--- src/rtl/rem_serial_sequencer_pkg.sv ---
// rtl/rem_serial_sequencer_pkg.sv - shared state encodings and constant helpers for the remainder sequencer
package rem_serial_sequencer_pkg;

   typedef enum logic [1:0] {
      ST_IDLE  = 2'd0,
      ST_SHIFT = 2'd1,
      ST_DONE  = 2'd2
   } state_t;

   function automatic int clog2(input int v);
      int r;
      r = 0;
      while ((1 << r) < v) r++;
      return r;
   endfunction

endpackage

--- src/rtl/rem_serial_sequencer_mod_step.sv ---
// rtl/rem_serial_sequencer_mod_step.sv - registered bit-serial remainder step: r <= (2r + b) mod MOD
module rem_mod_step #(
   parameter int MOD = 3,
   parameter int RW  = 2
) (
   input  logic          clk,
   input  logic          rst,
   input  logic          clr,
   input  logic          en,
   input  logic          bit_in,
   output logic [RW-1:0] rem
);

   logic [RW:0] sum;

   // 2r+b never exceeds 2*MOD-1, so one conditional subtract is enough
   always_comb begin
      sum = {rem, bit_in};
      if (sum >= (RW+1)'(MOD)) sum = sum - (RW+1)'(MOD);
   end

   always_ff @(posedge clk or posedge rst) begin
      if (rst)       rem <= '0;
      else if (clr)  rem <= '0;
      else if (en)   rem <= sum[RW-1:0];
   end

endmodule

--- src/rtl/rem_serial_sequencer.sv ---
// rtl/rem_serial_sequencer.sv - word-to-bit-serial mod-MOD reduction sequencer
// Optional LSB-first feeding with a weight register: REM_SEQ_LSB_MODE_EN.
module rem_serial_sequencer
   import rem_serial_sequencer_pkg::*;
#(
   parameter int W   = 8,
   parameter int MOD = 3,
   parameter int RW  = 2
) (
   input  logic          clk,
   input  logic          rst,
`ifdef REM_SEQ_LSB_MODE_EN
   input  logic          lsb_mode,
`endif
   input  logic          in_valid,
   output logic          in_ready,
   input  logic [W-1:0]  in_word,
   output logic          out_valid,
   input  logic          out_ready,
   output logic [RW-1:0] out_rem,
   output logic          ser_valid,
   output logic          ser_bit
);

   localparam int CW = clog2(W);

   generate
      if (W < 2 || MOD < 2 || MOD > 255 || (1 << RW) < MOD) begin : g_bad_params
         $error("rem_serial_sequencer: illegal W/MOD/RW combination");
      end
   endgenerate

   state_t          state, state_next;
   logic            accept;
   logic            step_en;
   logic [W-1:0]    sreg;
   logic [CW-1:0]   count;
   logic [RW-1:0]   step_rem;

   always_ff @(posedge clk or posedge rst) begin
      if (rst) state <= ST_IDLE;
      else     state <= state_next;
   end

   always_comb begin
      state_next = state;
      in_ready   = 1'b0;
      out_valid  = 1'b0;
      ser_valid  = 1'b0;
      accept     = 1'b0;
      case (state)
         ST_IDLE: begin
            in_ready = 1'b1;
            if (in_valid) begin
               accept     = 1'b1;
               state_next = ST_SHIFT;
            end
         end
         ST_SHIFT: begin
            ser_valid = 1'b1;
            if (count == '0) state_next = ST_DONE;
         end
         ST_DONE: begin
            out_valid = 1'b1;
            if (out_ready) state_next = ST_IDLE;
         end
         default: state_next = ST_IDLE;
      endcase
   end

   assign step_en = (state == ST_SHIFT);

`ifdef REM_SEQ_LSB_MODE_EN
   logic          lsb;
   logic [RW-1:0] pw;
   logic [RW-1:0] lsb_rem;
   logic [RW:0]   pw_dbl;
   logic [RW:0]   lsb_sum;

   assign ser_bit = step_en ? (lsb ? sreg[0] : sreg[W-1]) : 1'b0;
   assign out_rem = (state == ST_DONE) ? (lsb ? lsb_rem : step_rem) : '0;

   // pw tracks 2^i mod MOD for the bit currently being fed
   always_comb begin
      pw_dbl = {pw, 1'b0};
      if (pw_dbl >= (RW+1)'(MOD)) pw_dbl = pw_dbl - (RW+1)'(MOD);
      lsb_sum = {1'b0, lsb_rem} + (ser_bit ? {1'b0, pw} : '0);
      if (lsb_sum >= (RW+1)'(MOD)) lsb_sum = lsb_sum - (RW+1)'(MOD);
   end
`else
   assign ser_bit = step_en ? sreg[W-1] : 1'b0;
   assign out_rem = (state == ST_DONE) ? step_rem : '0;
`endif

   always_ff @(posedge clk or posedge rst) begin
      if (rst) begin
         sreg    <= '0;
         count   <= '0;
`ifdef REM_SEQ_LSB_MODE_EN
         lsb     <= 1'b0;
         pw      <= '0;
         lsb_rem <= '0;
`endif
      end else if (accept) begin
         sreg    <= in_word;
         count   <= CW'(W - 1);
`ifdef REM_SEQ_LSB_MODE_EN
         lsb     <= lsb_mode;
         pw      <= RW'(1);
         lsb_rem <= '0;
`endif
      end else if (step_en) begin
         count   <= count - 1'b1;
`ifdef REM_SEQ_LSB_MODE_EN
         sreg    <= lsb ? (sreg >> 1) : (sreg << 1);
         pw      <= pw_dbl[RW-1:0];
         lsb_rem <= lsb_sum[RW-1:0];
`else
         sreg    <= sreg << 1;
`endif
      end
   end

   rem_mod_step #(
      .MOD (MOD),
      .RW  (RW)
   ) u_step (
      .clk    (clk),
      .rst    (rst),
      .clr    (accept),
      .en     (step_en),
      .bit_in (ser_bit),
      .rem    (step_rem)
   );

endmodule

--- config.mk ---
export PLATFORM = sky130hd
export DESIGN_NAME = rem_serial_sequencer
export DESIGN_NICKNAME = d
export VERILOG_FILES = /design/src/rtl/rem_serial_sequencer_pkg.sv /design/src/rtl/rem_serial_sequencer_mod_step.sv /design/src/rtl/rem_serial_sequencer.sv
export SDC_FILE = /design/constraint.sdc
export NUM_CORES = 1
export LEC_CHECK = 0
export CELL_PAD_IN_SITES_DETAIL_PLACEMENT = 0
export CELL_PAD_IN_SITES_GLOBAL_PLACEMENT = 2
export CORE_MARGIN = 10
export CORE_UTILIZATION = 29
export DETAILED_ROUTE_END_ITERATION = 16
export PLACE_DENSITY_LB_ADDON = 0.1
export SETUP_SLACK_MARGIN = 0.15
export SYNTH_ARGS = -nofsm -noshare
export SYNTH_HDL_FRONTEND = slang
export SYNTH_SLANG_ARGS = --single-unit
--- constraint.sdc ---
create_clock -name clk -period 2.15 [get_ports clk]
set_input_delay 0.645 -clock clk [delete_from_list [all_inputs] [get_ports clk]]
set_output_delay 0.645 -clock clk [all_outputs]
set_load 0.02 [all_outputs]
# After elaboration in Yosys (flattened, before gate mapping)

Index checks and enable logic that the tools add are counted.

Equality and inequality tests: 5
Add/sub/neg operators: 2
Multiplexer cells: 18
$lt $le $gt $ge: 1
Reduce and logical (&&, ||, !) cells: 4

Operator list:

| kind                  | number |
|---|---|
| $mux W8               | 2 |
| $mux W2               | 7 |
| $mux W1               | 6 |
| $mux W3               | 2 |
| $pmux W2 S3           | 1 |
| $ne A2 B2 Y1 const B  | 2 |
| $ge A3 B2 Y1 const B  | 1 |
| $logic_not A3 Y1      | 1 |
| $reduce_and A3 Y1     | 1 |
| $sub A3 B1 Y3 const B | 1 |
| $eq A2 B1 Y1 const B  | 1 |
| $eq A2 B2 Y1 const B  | 1 |
| $logic_not A2 Y1      | 1 |
| $ne A2 B1 Y1 const B  | 1 |
| $reduce_bool A2 Y1    | 1 |
| $sub A2 B2 Y2 const B | 1 |

Output and inout port bits: 6
Flip-flop bits (word level): 15
Word-level logic and storage cells: 34
Input port bits: 12

# Depth between registers and ports, before layout

Gate-level depths: netlist (run 1).

Depth in word-level cells: 6
Mapped depth: 7
Mapped depth without buffers: 6

# Hierarchy

Synthesis (run 1) repeated with hierarchy kept, for this count alone.

Cell total of the unflattened synthesis: 82
Area, all modules: 893.4 sq um

Modules (own cells, without submodules):

| module               | cells each | area an instance (sq um) | instances | seq. area each (sq um) |
|---|---|---|---|---|
| rem_serial_sequencer | 69         | 765.7                    | 1         | 325.3 |
| rem_mod_step         | 13         | 127.6                    | 1         | 50.0 |

# Worst setup path after synthesis (run 1)

Ideal clock, no wire load.

Kind: register to register
Start: register state[0]
End: register u_step.rem[0]
Data required time: 2.084 ns
Period minus slack after synthesis: 1.990 ns
Library setup time: 0.066 ns
Stages on the path, launching flop included: 8
Slack: 0.160 ns
Data arrival time: 1.924 ns
Path buffers: 1
Path through: dfrtp_1 > and2b_2 > clkbuf_8 > and2_1 > ha_1 > or4b_1 > o21ai_1 > a22o_1

Word-level cells in the longest chain between the ends: 6
Elaborated cells on any way between the ends: 10
Those cells by class: add/sub (1); order compare (1); eq/ne (1); mux (5); reduce/logical (2)

RTL lines:

| item                                                 | RTL line                            | source |
|---|---|---|
| from (decl)                                          | rem_serial_sequencer.sv:33          | `state_t state, state_next;` |
| from (signal assigned)                               | rem_serial_sequencer.sv:42          | `else state <= state_next;` |
| $eq A2 B1 Y1 (*)                                     | rem_serial_sequencer.sv:71          | `assign step_en = (state == ST_SHIFT);` |
| $mux W1 (*)                                          | rem_serial_sequencer.sv:91          | `assign ser_bit = step_en ? sreg[W-1] : 1'b0;` |
| net ser_bit                                          | rem_serial_sequencer.sv:22          | `output logic ser_bit` |
| $ge A3 B2 Y1 / $sub A2 B2 Y2 (equally long branches) | rem_serial_sequencer_mod_step.sv:19 | `if (sum >= (RW+1)'(MOD)) sum = sum - (RW+1)'(MOD);` |
| $mux W2 (*)                                          | rem_serial_sequencer_mod_step.sv:19 |  |
| $mux W2 (*)                                          | rem_serial_sequencer_mod_step.sv:25 | `else if (en) rem <= sum[RW-1:0];` |
| $mux W2 (*)                                          | rem_serial_sequencer_mod_step.sv:24 | `else if (clr) rem <= '0;` |
| to (signal assigned)                                 | rem_serial_sequencer_mod_step.sv:25 |  |
| to (decl)                                            | rem_serial_sequencer_mod_step.sv:11 | `output logic [RW-1:0] rem` |

The timed path passes the listed nets; every way through them passes the cells marked *. The select of a mux whose other input is x is not followed.
A chain may end at the register's enable or synchronous reset.

# Final worst setup path (run 1)

Start: register state[1]
End: output ser_bit

Word-level cells in the longest chain between the ends: 2

RTL lines:

| item         | RTL line |
|---|---|
| $eq A2 B1 Y1 | rem_serial_sequencer.sv:71 |
| $mux W1      | rem_serial_sequencer.sv:91 |
| to (decl)    | rem_serial_sequencer.sv:22 |

Every way passes these cells.

==> run_results.csv, run 1 <==
group,metric,value,unit
hold_path,whs_path_depth,2,
power_and_ir_drop,switching_power,454,µW
placed_design,place_inst,128,
cells_and_area,n_antenna_cell,0,
placed_design,place_hpwl,1410,µm
global_route,grt_pass1_vias,620,
global_route,globalRouteOverflowTotal,0,
die,core_area,2500,µm²
power_and_ir_drop,p_leak,0.486,nW
clocking,clock_sinks,15,
die,fp.dieH,71.3,µm
placed_design,place_area,1000,µm²
hold_path,min_from,"sreg[2]",
cells_and_area,final_common_cell,"dfrtp_1",
cells_and_area,drive_gt1_frac,0.186,
clocking,clkTransAtPathRegs,0.09,ns
yosys,syn-cell-area,763,µm²
yosys,yosysUniqueCellTypes,23,
outcome,status,"finished clean",
yosys,synthTopCellsByArea,"dfrtp_1 (49%), o21ai_0 (5.2%), a22oi_1 (4.9%), ha_1 (4.9%), and3b_1 (4.6%)",
clocking,numCtsBuffers,3,
power_and_ir_drop,pwr-share-clk,0.137,
drt,wl,1830,µm
yosys,ys_ff_latch,15,
clocking,cts_tree,"yes",
placed_design,place.gp.congestion,0.698,
yosys,yosys_warnings,0,
drt,dr.pass1.iters,4,
drt,wire_per_inst,13.9,µm
power_and_ir_drop,power,1.19,mW
timing,tightest_slew,0.597,ns
critical_path,worstPathArrival,1.29,ns
die,die_x,71.3,µm
power_and_ir_drop,switching_share,0.381,
timing,skew,0.00432,ns
global_route,antenna_found_initial,0,
yosys,synth_area_per_cell,9.91,µm²
hold_path,min-delay-path-class,"flop to flop",
cells_and_area,final_cells,132,
critical_path,worstPathRequired,1.50,ns
timing,slew_viol_final,0,
timing,fin_hold_ws,0.498,ns
drt,vias,635,
clocking,clkLatencyLatePin,0.28,ns
critical_path,r2r-start,"state[1]",
drt,final_antenna_net_count,0,
timing,setup-tns-final,0,ns
timing,finalCritPeriodShare,0.898,
cells_and_area,areaGrowthSynthToFinish,31.6,%
drt,initialDrtViolationCount,32,
cells_and_area,fillers,260,
cells_and_area,final_cell_mix,"dfrtp_1 (15), clkdlybuf4s50_1 (11), o21ai_0 (8), buf_4 (8)",
critical_path,cp-start-kind,"flop",
timing,fin_ws,0.219,ns
critical_path,setup.worst_path.start,"state[1]",
drt,drc,0,
yosys,yosys.area.top_type,"dfrtp_1",
clocking,clock_tree.buffer_depth,2,
die,ios,18,
cells_and_area,layout.nets,118,
clocking,postCtsSetupBuffers,0,
global_route,grt_max_degree,16,
yosys,synth_nets,92,
die,die_area,5080,µm²
timing,relSlewSlack,0.602,
power_and_ir_drop,powerDensity,1190,nW/µm²
critical_path,endpoint_kind,"output pin",
flow_run,cap_violations,0,
power_and_ir_drop,ir_worst_vdd,0.485,mV
global_route,grt_pass1_wl,3060,µm
power_and_ir_drop,p_int,737,µW
timing,fin_crit,1.93,ns
critical_path,worst-r2r-cell-count,6,
timing,hold_violations,0,
placed_design,place_ws,0.0930,ns
global_route,grtUsageTotal,0.0740,
timing,rsz0062_at_grt,"true",
power_and_ir_drop,pwr-share-comb,0.474,
cells_and_area,finalInstanceArea,1000,µm²
drt,vias_per_cell,4.81,
clocking,ctsHtreeMaxLevel,1,
timing,setup_viol,0,
cells_and_area,utilization,0.402,
timing,clock.fmax,518,MHz
power_and_ir_drop,p_seq_frac,0.389,
clocking,clockRootBuffer,"clkbuf_4",
placed_design,io_buffers,17,
die,row_count,18,
yosys,synth-seq-area-share,0.492,
yosys,yosysTopAreaCellShare,0.492,
die,start_util,0.305,
critical_path,timing_worst_setup_path_type,"flop to output pin",
critical_path,cp_max_fo,5,
yosys,synthCells,77,
metal layers:
layer	share of wire	wire [µm]	GRT usage	up-vias
li1	-	-	-	319
met1	0.48	869	0.0896	298
met2	0.44	812	0.110	16
met3	0.073	134	0.0372	2
met4	0.0066	12	0.0258	0
met5	0	0	0	-
registers in the layout, indices dropped and copies added, names as in the netlist:
name	cells
sreg	8
state	2
u_step.rem	2
count	3
layout make-up:
class	count	area, µm²	area share
Multi-Input combinational cell	51	335	0.334
Timing Repair Buffer	25	204	0.203
Tap cell	30	37.5	0.0374
Sequential cell	15	375	0.374
Inverter	7	26.3	0.0262
Clock buffer	4	26.3	0.0262
synthesized netlist by cell type:
| library cell | n |
|---|---|
| a32o_1 | 1 |
| ha_1 | 3 |
| nor3_1 | 1 |
| nor2b_1 | 2 |
| and2b_2 | 1 |
| dfrtp_1 | 15 |
| buf_2 | 3 |
| and2_1 | 2 |
| a21oi_1 | 6 |
| a22oi_1 | 5 |
| inv_1 | 7 |
| or4b_1 | 1 |
| o221ai_1 | 1 |
| o21bai_1 | 1 |
| and3b_1 | 4 |
| clkbuf_8 | 1 |
| o21ai_0 | 8 |
| nand2_1 | 7 |
| nor2_1 | 3 |
| mux2i_1 | 1 |
| a22o_1 | 2 |
| and2_2 | 1 |
| o21ai_1 | 1 |
power by group through the flow:
stage	registers [mW]	logic, mW	clock network (mW)
3_3_place_gp	0.465	0.601	0
3_5_place_dp	0.468	0.606	0
6_report	0.464	0.565	0.163
2_1_floorplan	0.453	0.405	0
5_1_grt	0.482	0.647	0.188
4_1_cts	0.465	0.587	0.174
worst max-delay path, stage by stage (launching register included):
cell,delay [ns]
dfrtp_1,0.42
and2b_2,0.26
and2_1,0.15
clkbuf_2,0.17
worst paths after layout:
kind	to	slack (ns)
min reg2reg	sreg[2]	0.50
max	ser_bit	0.22
max reg2reg	u_step.rem[0]	0.32
max in group asynchronous	sreg[6]	1.04
min in group asynchronous	sreg[2]	0.72
min	sreg[2]	0.50
cells by family after synthesis:
group,synth area share
AOI/OAI and AO/OA,0.205
and+or+nand+nor,0.169
DFF,0.492
buffers and inverters,0.0721
adders and majority gates,0.0492
muxes,0.0131
timing repair:
action / 4_1_cts / 5_1_grt
setup endpoints to repair: 6 / 5
hold buffers: 0 / 0
resized for setup: 12 / 7
Power figures use the tool's default switching activity.
==> run 2, diff against run 1 <==
==> constraint.sdc (replaced) <==
create_clock -name clk -period 2.15 [get_ports clk]
set_input_delay 0.645 -clock clk [delete_from_list [all_inputs] [get_ports clk]]
set_output_delay 0.645 -clock clk [all_outputs]
set_load 0.1 [all_outputs]
==> run 2 against run 1 <==
Clock skew increased by 0.0022 ns. Worst hold slack got worse by 0.0059 ns. Wire length increased by 0.33%. Die area unchanged. Power increased by 30%. Via count decreased by 1.4%. Sequential power increased by 2%. Core utilization increased by 4.8 points. Combinational power increased by 62%. Worst setup slack got worse by 0.030 ns. Register-to-register slack improved by 0.15 ns. Design area increased by 12%.
==> run_results.csv, run 2 (synthesis results as in run 1) <==
group,metric,value,unit
placed_design,io_buffers,17,
critical_path,cpPeakStageDelay,0.41,ns
timing,fin_crit,1.96,ns
hold_path,whs_path_depth,2,
hold_path,min-delay-path-class,"flop to flop",
critical_path,cp_max_fo,3,
clocking,clkLatencyLatePin,0.29,ns
outcome,status,"finished clean",
cells_and_area,final_cells,132,
placed_design,place.gp.congestion,0.730,
power_and_ir_drop,p_seq_frac,0.304,
clocking,clockRootBuffer,"clkbuf_4",
cells_and_area,largest-register,"sreg",
power_and_ir_drop,p_int,863,µW
clocking,cts_tree,"yes",
global_route,grt_pass1_wl,3150,µm
critical_path,worstPathArrival,1.32,ns
cells_and_area,largest_reg_flops,8,
cells_and_area,reg_top3,"sreg x8, count x3",
critical_path,cp-start-kind,"flop",
timing,skew,0.00653,ns
power_and_ir_drop,switching_power,689,µW
global_route,grt_max_degree,17,
critical_path,worst-r2r-cell-count,6,
die,row_count,18,
drt,vias_per_cell,4.74,
die,ios,18,
timing,slew_viol_final,0,
timing,clock.fmax,510,MHz
global_route,globalRouteOverflowTotal,0,
clocking,postCtsHoldBufs,0,
clocking,numCtsBuffers,3,
timing,setup_viol,0,
critical_path,crit_chain,"and2b_4, and2_4, buf_12",
critical_path,cp_slowest_cell,"dfrtp_1",
clocking,clkTransAtPathRegs,0.10,ns
cells_and_area,final_cell_mix,"dfrtp_1 (14), clkdlybuf4s50_1 (11), o21ai_0 (8)",
cells_and_area,n_antenna_cell,0,
timing,finalCritPeriodShare,0.912,
die,start_util,0.305,
clocking,ctsHtreeMaxLevel,1,
cells_and_area,areaGrowthSynthToFinish,47.4,%
drt,final_antenna_net_count,0,
power_and_ir_drop,pwr-share-comb,0.589,
timing,relSlewSlack,0.604,
critical_path,worstPathRequired,1.50,ns
cells_and_area,final_common_cell,"dfrtp_1",
drt,wl,1840,µm
placed_design,place_hpwl,1370,µm
power_and_ir_drop,pwr-share-clk,0.106,
drt,vias,626,
critical_path,timing_worst_setup_path_type,"flop to output pin",
timing,setup-tns-final,0,ns
timing,tightest_slew,0.594,ns
clocking,clock_tree.buffer_depth,2,
critical_path,endpoint_kind,"output pin",
drt,initialDrtViolationCount,17,
placed_design,place_inst,124,
die,core_area,2500,µm²
die,die_area,5080,µm²
power_and_ir_drop,ir_worst_vdd,0.810,mV
global_route,antenna_found_initial,0,
timing,hold_violations,0,
cells_and_area,layout.nets,118,
drt,wire_per_inst,13.9,µm
clocking,clock_sinks,15,
die,fp.dieH,71.3,µm
timing,rsz0062_at_grt,"true",
drt,dr.pass1.iters,4,
die,die_x,71.3,µm
global_route,grt_pass1_vias,639,
power_and_ir_drop,switching_share,0.444,
drt,drc,0,
flow_run,cap_violations,0,
power_and_ir_drop,power,1.55,mW
power_and_ir_drop,p_leak,0.514,nW
cells_and_area,drive_gt1_frac,0.255,
global_route,grtUsageTotal,0.0755,
cells_and_area,utilization,0.450,
power_and_ir_drop,powerDensity,1380,nW/µm²
==> run 2: area by class of cell <==
cell class,instances,area (µm²)
inverters,7,26.3
repair buffers,25,294
fillers,252,1380
clock inverters,1,5.00
flip-flops and latches,15,377
well taps,30,37.5
multi-input cells,51,363
clock buffers,3,22.5
==> run 2: through the flow <==
step                      setup slack (ns)  cell area [µm²]  hold WS [ns]
final                                0.189             1120         0.492
after global placement               0.321             1060         0.470
after CTS                            0.161             1120         0.494
after global routing                 0.133             1120         0.524
after detailed placement             0.215             1060         0.473
after floorplan                     0.0196              811         0.450
==> run 2: power groups by stage <==
| stage | Combinational [mW] | Clock, mW | Sequential (mW) |
|---|---|---|---|
| after CTS | 0.918 | 0.172 | 0.474 |
| after global placement | 0.859 | 0 | 0.479 |
| after detailed placement | 0.871 | 0 | 0.479 |
| after global routing | 0.994 | 0.187 | 0.489 |
| final | 0.915 | 0.165 | 0.473 |
| after floorplan | 0.650 | 0 | 0.465 |
==> run 2: worst paths after layout <==
path / startpoint / endpoint / slack (ns)
setup / recovery: state[1] / ser_bit / 0.19
hold / removal: sreg[1] / sreg[1] / 0.49
setup reg to reg: state[0] / u_step.rem[0] / 0.47
hold reg to reg: sreg[1] / sreg[1] / 0.49
max in group asynchronous: rst / state[0] / 1.02
min in group asynchronous: rst / sreg[6] / 0.71
==> run 2: per-layer routing <==
| layer | GRT usage | share of wire | routed length [µm] | vias to the layer above |
|---|---|---|---|---|
| met4 | 0.0194 | 0.0065 | 12 | 0 |
| li1 | - | - | - | 322 |
| met2 | 0.114 | 0.44 | 804 | 13 |
| met1 | 0.0902 | 0.48 | 884 | 289 |
| met3 | 0.0427 | 0.072 | 133 | 2 |
| met5 | 0 | 0 | 0 | - |
==> run 2: what timing repair did <==
| item | CTS | global route |
|---|---|---|
| setup buffers | 3 | 1 |
| gates resized for setup | 2 | 0 |
| setup endpoints to repair | 3 | 5 |
==> run 2: worst max-delay path: cells and delay by family (launching register included) <==
family        cells  cell delay, ns
simple gates      2            0.45
flops             1            0.41
buf+inv           1            0.17
==> run 3, diff against run 2 <==
--- a/config.mk
+++ b/config.mk
@@ -10,7 +10,8 @@
 export CORE_MARGIN = 10
 export CORE_UTILIZATION = 29
 export DETAILED_ROUTE_END_ITERATION = 16
-export PLACE_DENSITY_LB_ADDON = 0.1
+export HOLD_SLACK_MARGIN = 0.15
+export PLACE_DENSITY = 0.85
 export SETUP_SLACK_MARGIN = 0.15
 export SYNTH_ARGS = -nofsm -noshare
 export SYNTH_HDL_FRONTEND = slang
==> run 3 against run 2 <==
Cell count up 3.0%. Largest power group unchanged. Wire length grew 6.4%. Die area unchanged. Clock power hardly changed. Sequential power grew 0.8%. Fmax up 1.2%. Critical path type unchanged. Worst setup slack better by 0.023 ns. Non-clock buffer count up 4.
==> run_results.csv, run 3 (synthesis results as in run 1) <==
group,metric,value,unit
clocking,cts_tree,"yes",
global_route,gr-usage-met3,0.0358,
flow_run,cap_violations,0,
timing,relSlewSlack,0.595,
critical_path,endpoint_kind,"output pin",
critical_path,cp_slowest_cell,"dfrtp_1",
timing,slew_viol_final,0,
cells_and_area,final_common_cell,"dfrtp_1",
timing,tightest_slew,0.607,ns
critical_path,path_delay_family,"simple AND/OR/NAND/NOR gates",
global_route,grt_pass1_wl,3280,µm
global_route,grt_pass1_vias,679,
critical_path,r2r-end,"u_step.rem[0]",
hold_path,min-delay-path-class,"flop to flop",
drt,initialDrtViolationCount,39,
timing,fin_ws,0.212,ns
die,row_count,18,
power_and_ir_drop,ir_worst_vdd,0.801,mV
drt,dr.pass1.iters,4,
critical_path,worst-r2r-cell-count,6,
timing,fin_crit,1.94,ns
power_and_ir_drop,p_leak,0.534,nW
hold_path,whs_path_depth,2,
critical_path,cp.depth,3,
critical_path,cp-start-kind,"flop",
timing,rsz0062_at_grt,"false",
clocking,postCtsHoldBufs,0,
clocking,clockRootBuffer,"clkbuf_4",
clocking,clkTransAtPathRegs,0.09,ns
critical_path,crit_chain,"and2b_4, and2_4, buf_12",
cells_and_area,drive_gt1_frac,0.274,
critical_path,crit_end,"ser_bit",
global_route,grtUsageTotal,0.0782,
cells_and_area,n_antenna_cell,0,
global_route,busiest_layer,"met2",
power_and_ir_drop,powerDensity,1380,nW/µm²
cells_and_area,regArea,377,µm²
cells_and_area,fillers,241,
timing,finalCritPeriodShare,0.901,
drt,drc,0,
clocking,clkLatencyLatePin,0.28,ns
clocking,numCtsBuffers,3,
outcome,status,"finished clean",
die,ios,18,
power_and_ir_drop,power,1.61,mW
cells_and_area,final_cell_mix,"dfrtp_1 (14), clkdlybuf4s50_1 (11), buf_4 (10)",
global_route,use_met2,0.128,
placed_design,io_buffers,17,
drt,wl,1950,µm
timing,hold_violations,0,
cells_and_area,utilization,0.468,
critical_path,cpPeakStageDelay,0.40,ns
timing,fin_hold_ws,0.495,ns
placed_design,place_ws,0.278,ns
die,start_util,0.305,
critical_path,worstPathArrival,1.29,ns
global_route,use_met1,0.0890,
timing,clock.fmax,516,MHz
placed_design,place_hpwl,1400,µm
die,die_x,71.3,µm
cells_and_area,multi_input_area,368,µm²
critical_path,cp_max_fo,2,
cells_and_area,largest-register,"sreg",
die,die_area,5080,µm²
cells_and_area,layout.nets,122,
cells_and_area,reg_top3,"sreg x8, count x3",
drt,wire_per_inst,14.4,µm
critical_path,timing_worst_setup_path_type,"flop to output pin",
drt,vias_per_cell,4.93,
global_route,grt_max_degree,16,
drt,final_antenna_net_count,0,
clocking,ctsHtreeMaxLevel,1,
drt,vias,671,
critical_path,setup.worst_path.start,"state[1]",
critical_path,r2r-start,"state[0]",
clocking,clock_tree.buffer_depth,2,
die,fp.dieH,71.3,µm
critical_path,cp.buffers_inverters,1,
cells_and_area,areaGrowthSynthToFinish,53.4,%
placed_design,place.gp.congestion,0.715,
die,core_area,2500,µm²
clocking,clock_sinks,15,
timing,setup_viol,0,
critical_path,worstPathRequired,1.50,ns
global_route,globalRouteOverflowTotal,0,
timing,setup-tns-final,0,ns
timing,skew,0.000622,ns
global_route,antenna_found_initial,0,
critical_path,r2r_setup_slack,0.43,ns
cells_and_area,largest_reg_flops,8,
[run 3: cell count changes in the layout (fill, tap and decap cells not counted)]
cell | before | now
buf_12 | 6 | 7
buf_4 | 7 | 10
nor2_2 | 1 | 0
nor2_4 | 0 | 1
clkbuf_1 | 0 | 1
clkinv_2 | 1 | 0
[run 3: final cells by class]
class                   instances  area share
multi-input cells              51       0.314
well taps                      30      0.0321
inverters                       7      0.0224
repair buffers                 29       0.287
clock buffers                   4      0.0224
flip-flops and latches         15       0.322
[run 3: how the worst min path moves through the flow]
stage,startpoint,end
2_1_floorplan,sreg[1],sreg[1]
3_3_place_gp,sreg[5],sreg[5]
3_5_place_dp,sreg[5],sreg[5]
4_1_cts,sreg[5],sreg[5]
5_1_grt,sreg[6],sreg[6]
6_report,sreg[6],sreg[6]
[run 3: per-stage QoR]
step                area, µm²  cells
CTS                      1130    133
finish                   1170    136
global route             1170    136
global placement         1070    125
floorplan                 811     77
detailed placement       1070    125
[run 3: routing by layer]
layer / share of wire / wire length (µm)
met1: 0.45 / 882
met5: 0 / 0
met2: 0.48 / 939
met4: 0.020 / 40
met3: 0.046 / 89
[run 3: tightest hold or removal path, cell delays in order (launching register included)]
cell and delay [ns]:
dfrtp_1 0.35, nand2_1 0.05, o21ai_0 0.06
[run 3: repair_timing]
action	4_1_cts	5_1_grt
resized for setup	2	1
gates cloned	0	0
buffers inserted	4	3
endpoints found under the setup margin	3	4
[run 3: power breakdown]
part	internal, mW	leakage [nW]	switching (mW)
clock network	0.0721	0.0150	0.0935
registers	0.396	0.187	0.0812
logic	0.436	0.332	0.533
total	0.904	0.534	0.708
